$ cat src/rtl/fetch_stage.sv
// Instruction-fetch stage: owns the PC, drives the combinational instruction memory and
// registers the fetched word into IF/ID, handling stall, branch redirect/flush and halt.
module fetch_stage #(
    parameter logic [63:0] RESET_PC   = 64'h0,
    parameter int unsigned IMEM_BYTES = 1024
) (
    input  logic        clk,
    input  logic        reset,
    input  logic        stall,
    input  logic        branch_taken,
    input  logic [63:0] branch_target,
    output logic [63:0] imem_addr,
    input  logic [31:0] imem_rdata,
    output logic [63:0] pc,
    output logic [31:0] if_id_instr,
    output logic [63:0] if_id_pc,
    output logic        if_id_valid,
    output logic        halted,
    output logic        fault
);

    localparam logic [63:0] LAST_ADDR = 64'(IMEM_BYTES) - 64'd4;
    localparam logic [31:0] NOP_INSTR = 32'h0000_0013;
    localparam logic [31:0] END_MARK  = 32'h0000_0000;

    typedef enum logic {
        RUN  = 1'b0,
        HALT = 1'b1
    } state_t;

    state_t      state_q, state_d;
    logic [63:0] pc_q, pc_d;
    logic [31:0] instr_q, instr_d;
    logic [63:0] ipc_q, ipc_d;
    logic        valid_q, valid_d;
    logic        halted_q, halted_d;
    logic        fault_q, fault_d;

    // A fetch address is unusable when misaligned or beyond the last word of memory.
    function automatic logic bad_addr(input logic [63:0] addr);
        return (addr[1:0] != 2'b00) || (addr > LAST_ADDR);
    endfunction

    // Next-state and next-output selection: branch beats stall beats normal fetch.
    always_comb begin
        state_d  = state_q;
        pc_d     = pc_q;
        instr_d  = instr_q;
        ipc_d    = ipc_q;
        valid_d  = valid_q;
        halted_d = halted_q;
        fault_d  = fault_q;
        if (branch_taken) begin
            instr_d = NOP_INSTR;
            ipc_d   = 64'h0;
            valid_d = 1'b0;
            if (bad_addr(branch_target)) begin
                state_d  = HALT;
                halted_d = 1'b1;
                fault_d  = 1'b1;
            end else begin
                pc_d     = branch_target;
                state_d  = RUN;
                halted_d = 1'b0;
                fault_d  = 1'b0;
            end
        end else if (!stall) begin
            // Every non-fetching outcome below leaves a bubble in IF/ID.
            instr_d = NOP_INSTR;
            ipc_d   = 64'h0;
            valid_d = 1'b0;
            case (state_q)
                RUN: begin
                    if (bad_addr(pc_q)) begin
                        state_d  = HALT;
                        halted_d = 1'b1;
                        fault_d  = 1'b1;
                    end else if (imem_rdata == END_MARK) begin
                        state_d  = HALT;
                        halted_d = 1'b1;
                        fault_d  = 1'b0;
                    end else begin
                        instr_d = imem_rdata;
                        ipc_d   = pc_q;
                        valid_d = 1'b1;
                        pc_d    = pc_q + 64'd4;
                    end
                end
                HALT: begin
                    state_d  = HALT;
                    halted_d = 1'b1;
                end
                default: begin
                    state_d  = HALT;
                    halted_d = 1'b1;
                    fault_d  = 1'b1;
                end
            endcase
        end else begin
            state_d = state_q;
        end
    end

    // State and pipeline registers with synchronous reset.
    always_ff @(posedge clk) begin
        if (reset) begin
            state_q  <= RUN;
            pc_q     <= RESET_PC;
            instr_q  <= NOP_INSTR;
            ipc_q    <= 64'h0;
            valid_q  <= 1'b0;
            halted_q <= 1'b0;
            fault_q  <= 1'b0;
        end else begin
            state_q  <= state_d;
            pc_q     <= pc_d;
            instr_q  <= instr_d;
            ipc_q    <= ipc_d;
            valid_q  <= valid_d;
            halted_q <= halted_d;
            fault_q  <= fault_d;
        end
    end

    assign imem_addr   = pc_q;
    assign pc          = pc_q;
    assign if_id_instr = instr_q;
    assign if_id_pc    = ipc_q;
    assign if_id_valid = valid_q;
    assign halted      = halted_q;
    assign fault       = fault_q;

endmodule

$ cat config.mk
export PLATFORM = sky130hd
export DESIGN_NAME = fetch_stage
export DESIGN_NICKNAME = d
export VERILOG_FILES = /design/src/rtl/fetch_stage.sv
export SDC_FILE = /design/constraint.sdc
export NUM_CORES = 1
export LEC_CHECK = 0
export CAP_MARGIN = 20
export CELL_PAD_IN_SITES_DETAIL_PLACEMENT = 1
export CELL_PAD_IN_SITES_GLOBAL_PLACEMENT = 2
export CORE_MARGIN = 10
export CORE_UTILIZATION = 24
export DETAILED_ROUTE_END_ITERATION = 10
export PLACE_DENSITY = 0.82
export SLEW_MARGIN = 20
export SYNTH_ARGS = -nofsm -noshare
export SYNTH_HDL_FRONTEND = slang
export SYNTH_SLANG_ARGS = --single-unit
$ cat constraint.sdc
create_clock -name clk -period 3.5 [get_ports clk]
set_clock_uncertainty 0.05 [all_clocks]
set_input_delay 0.525 -clock clk [delete_from_list [all_inputs] [get_ports clk]]
set_output_delay 0.525 -clock clk [all_outputs]
set_load 0.1 [all_outputs]
==> flow_summary_export.csv <==
group,metric,value,unit
run_status,outcome,"completed",
floorplan,chipWidth,176,microns
layout,post_route_cells_drive_above_1_share,0.0860,
floorplan,top_level_ports,327,
floorplan,floorplan.die_area,31100,sq um
setup_path,cp_slowest_stage_delay,1.21,ns
clocking,clock-root-buffer,"sky130_fd_sc_hd__clkbuf_16",
clocking,cts_inserted_buffers,17,
setup_path,critical_path.reg2reg.startpoint,"imem_addr[63]",
clocking,cts_tree,"yes",
pwr,power.net_switching,1.09,mW
global_route,grt_max_degree,63,
setup_path,setup.worst_path.end_class,"output pin",
logic_synthesis,netlist-cell-type-count,40,
layout,antenna_cells_inserted,0,
layout,area_of_the_multi_input_gates,1980,sq um
pwr,p_per_area,430,nW/um^2
clocking,clk_transition_reported_paths,0.07,ns
layout,num-nets-final,915,
detailed_routing,detailroute.via_count,5133,
pwr,seq_power_share,0.464,
timing,timing.fmax,369,MHz
timing,timing_worst_slew_pin_value,1.06,ns
floorplan,die_h,176,microns
timing,slew_headroom,0.289,
placement,io_buffers,326,
detailed_routing,dr.first_iter.drc_count,232,
clocking,ctsResizeCount,0,
pwr,switching_share,0.266,
pwr,p_comb_frac,0.105,
worst_hold_path,worst_hold_startpoint,"if_id_pc[7]",
logic_synthesis,synth_nets,655,
placement,post-place-ws,0.573,ns
global_route,grt_pass1_vias,5527,
logic_synthesis,synth_area,5880,sq um
pwr,vdd.ir_drop.worst,227,uV
logic_synthesis,yosys_most_used_dff,"sky130_fd_sc_hd__dfxtp_1",
placement,hpwlAfterDp,17600,microns
setup_path,worst-path-max-fanout,8,
floorplan,start_util,0.243,
setup_path,setup.worst_path.start,"imem_addr[4]",
flow_run,drv.max_cap_violation_count,0,
pwr,clock_power_share,0.431,
detailed_routing,residual_drc,0,
setup_path,critPathLaunchType,"flip-flop",
layout,fillerInstances,2688,
timing,timing_max_transition_violations_final,0,
global_route,first_pass_grt_wire_length,34100,microns
logic_synthesis,yosysWarnings,0,
timing,fin_setup_tns,0,ns
placement,gp_weighted_congestion,0.757,
clocking,ctsLongestPathBuffers,2,
detailed_routing,routed_via_density,4.46,
clocking,postCtsSetupBuffers,0,
worst_hold_path,hold_path_class,"reg2reg",
clocking,cts_hold_buf,0,
timing,grt_setup_unrepaired,"false",
floorplan,placementRows,57,
floorplan,placeableCoreArea,24200,sq um
setup_path,timing.critical_path.required,2.92,ns
detailed_routing,drt-total-wl,22800,microns
logic_synthesis,gate_count_after_technology_mapping,554,
logic_synthesis,post_synthesis_sequential_element_count,164,
detailed_routing,dr.pass1.iters,4,
logic_synthesis,synth.avg_cell_area,10.6,sq um
setup_path,timing.critical_path.slowest_stage_cell,"sky130_fd_sc_hd__clkdlybuf4s50_1",
timing,timing.final.crit_share,0.774,
logic_synthesis,ys_async_sr_fraction,0,
setup_path,worstPathCellList,"clkdlybuf4s50_1",
pwr,internal_power,3.01,mW
logic_synthesis,ys_seq_area_frac,0.559,
detailed_routing,drt.antenna.violating_nets,0,
global_route,grt.total_usage,0.142,
layout,area_growth,62.0,%
global_route,globalRouteOverflowTotal,0,
clocking,h-tree-depth,4,
pwr,cellLeakagePower,3.74,nW
timing,post_layout_min_period,2.71,ns
setup_path,critical_path.n_buffers_inverters,1,
setup_path,worst_path_dominant_cell_family,"buffers and inverters",
clocking,clock_insertion_delay_at_the_later_pin_of_the_skew_report,0.42,ns
timing,hold_viol_final,0,
setup_path,cp_data_arrival_time,2.13,ns
timing,setup_viol,0,
detailed_routing,wl_per_cell,19.8,microns
global_route,grt_antenna_before_repair,0,
setup_path,category_of_the_critical_setup_timing_path,"reg2out",
layout,seqCellArea,3280,sq um
timing,final_worst_slack,0.791,ns
clocking,cts_num_sinks,164,
logic_synthesis,synth-edff-count,0,
[worst min-delay path, cell delays in order (launching register included)]
cell,delay [ns]
sky130_fd_sc_hd__dfxtp_1,0.32
sky130_fd_sc_hd__nand2_1,0.05
sky130_fd_sc_hd__o21ai_0,0.05
[stage by stage]
step,instances,instance area (sq um),util,power (mW),hold slack [ns]
after floorplan,554,5880,-,2.18,0.438
after global placement,1119,8970,0.371,2.37,0.392
after detailed placement,1119,8970,0.371,2.38,0.396
after CTS,1150,9520,0.394,4.16,0.411
after global routing,1150,9520,0.394,4.26,0.443
final,1150,9520,0.394,4.10,0.404
[Yosys cell counts, types with 2 or more instances]
library cell               number  area, sq um
sky130_fd_sc_hd__buf_6          3         33.8
sky130_fd_sc_hd__nand4_1       14         87.6
sky130_fd_sc_hd__o21ai_0        6         30.0
sky130_fd_sc_hd__o211ai_1       3         22.5
sky130_fd_sc_hd__and2_1        55          344
sky130_fd_sc_hd__nor4_1        36          225
sky130_fd_sc_hd__nand2b_1       3         18.8
sky130_fd_sc_hd__a311o_1        2         20.0
sky130_fd_sc_hd__nor4_2         4         50.1
sky130_fd_sc_hd__mux2_2         2         22.5
sky130_fd_sc_hd__inv_1          4         15.0
sky130_fd_sc_hd__and3_1        57          357
sky130_fd_sc_hd__a31oi_1        2         12.5
sky130_fd_sc_hd__xnor2_1        4         35.0
sky130_fd_sc_hd__dfxtp_1      164         3280
sky130_fd_sc_hd__nor2_1         6         22.5
sky130_fd_sc_hd__o31a_1         2         17.5
sky130_fd_sc_hd__a21oi_1        4         20.0
sky130_fd_sc_hd__buf_4         64          480
sky130_fd_sc_hd__a22o_1        36          315
sky130_fd_sc_hd__nand2_1       23         86.3
sky130_fd_sc_hd__nor2b_1        2         12.5
sky130_fd_sc_hd__o22a_1         3         26.3
sky130_fd_sc_hd__nand3_1        5         25.0
sky130_fd_sc_hd__clkbuf_1      27          101
sky130_fd_sc_hd__or2_2          3         18.8
sky130_fd_sc_hd__mux2i_1        6         60.1
sky130_fd_sc_hd__nor3_1         2         10.0
[final timing paths]
path	endpoint	slack, ns	cells after the start
max	pc[4]	0.79	1
min	if_id_pc[7]	0.40	2
max reg2reg	if_id_instr[24]	0.99	6
min reg2reg	if_id_pc[7]	0.40	2
[power groups by stage]
stage / clock network [mW] / logic, mW / registers, mW
after floorplan: 0 / 0.119 / 2.07
after global placement: 0 / 0.430 / 1.94
after detailed placement: 0 / 0.433 / 1.94
after CTS: 1.82 / 0.434 / 1.90
after global routing: 1.90 / 0.453 / 1.90
final: 1.77 / 0.431 / 1.90
[area by class of cell]
cell class	instances	area share
well taps	324	0.0426
multi-input cells	292	0.208
inverters	4	0.00158
repair buffers	335	0.346
flip-flops and latches	164	0.345
clock inverters	11	0.00985
clock buffers	20	0.0480
[cells in the final DEF (no fill, tap or decap), types with 3 or more instances in the layout]
cell / synthesis / final
sky130_fd_sc_hd__nand3_1: 5 / 5
sky130_fd_sc_hd__o22a_1: 3 / 3
sky130_fd_sc_hd__a21oi_1: 4 / 4
sky130_fd_sc_hd__o211ai_1: 3 / 3
sky130_fd_sc_hd__inv_6: 0 / 3
sky130_fd_sc_hd__nand2b_1: 3 / 3
sky130_fd_sc_hd__mux2i_1: 6 / 6
sky130_fd_sc_hd__nand4_1: 14 / 14
sky130_fd_sc_hd__nand2_1: 23 / 23
sky130_fd_sc_hd__nor4_2: 4 / 4
sky130_fd_sc_hd__o21ai_0: 6 / 6
sky130_fd_sc_hd__clkinvlp_4: 0 / 3
sky130_fd_sc_hd__nor2_1: 6 / 4
sky130_fd_sc_hd__clkbuf_16: 0 / 17
sky130_fd_sc_hd__or2_2: 3 / 3
sky130_fd_sc_hd__and2_1: 55 / 55
sky130_fd_sc_hd__and3_1: 57 / 57
sky130_fd_sc_hd__a22o_1: 36 / 36
sky130_fd_sc_hd__dfxtp_1: 164 / 164
sky130_fd_sc_hd__inv_1: 4 / 4
sky130_fd_sc_hd__xnor2_1: 4 / 4
sky130_fd_sc_hd__buf_4: 64 / 25
sky130_fd_sc_hd__clkdlybuf4s50_1: 0 / 310
sky130_fd_sc_hd__nor4_1: 36 / 36
[cells by family after synthesis]
logic type,after synthesis,synth area share
muxes,8,0.0141
DFF,164,0.559
adders and majority gates,1,0.00213
buffers and inverters,98,0.107
AOI/OAI and AO/OA,61,0.0843
xor gates and xnor gates,5,0.00745
and+or+nand+nor,217,0.226
[flip-flops by register name, summed over array words and instances (netlist names)]
signal,count
if_id_pc,64
imem_addr,64
if_id_instr,32
fault,1
halted,1
if_id_valid,1
state_q,1
[routing by layer]
| layer | GRT usage | vias up | share of wire |
|---|---|---|---|
| met3 | 0.0649 | 14 | 0.096 |
| met1 | 0.162 | 2491 | 0.42 |
| met4 | 0.0389 | 0 | 0.0090 |
| li1 | - | 2432 | - |
| met2 | 0.234 | 196 | 0.48 |
| met5 | 0 | - | 0 |
Power figures use the tool's default switching activity.
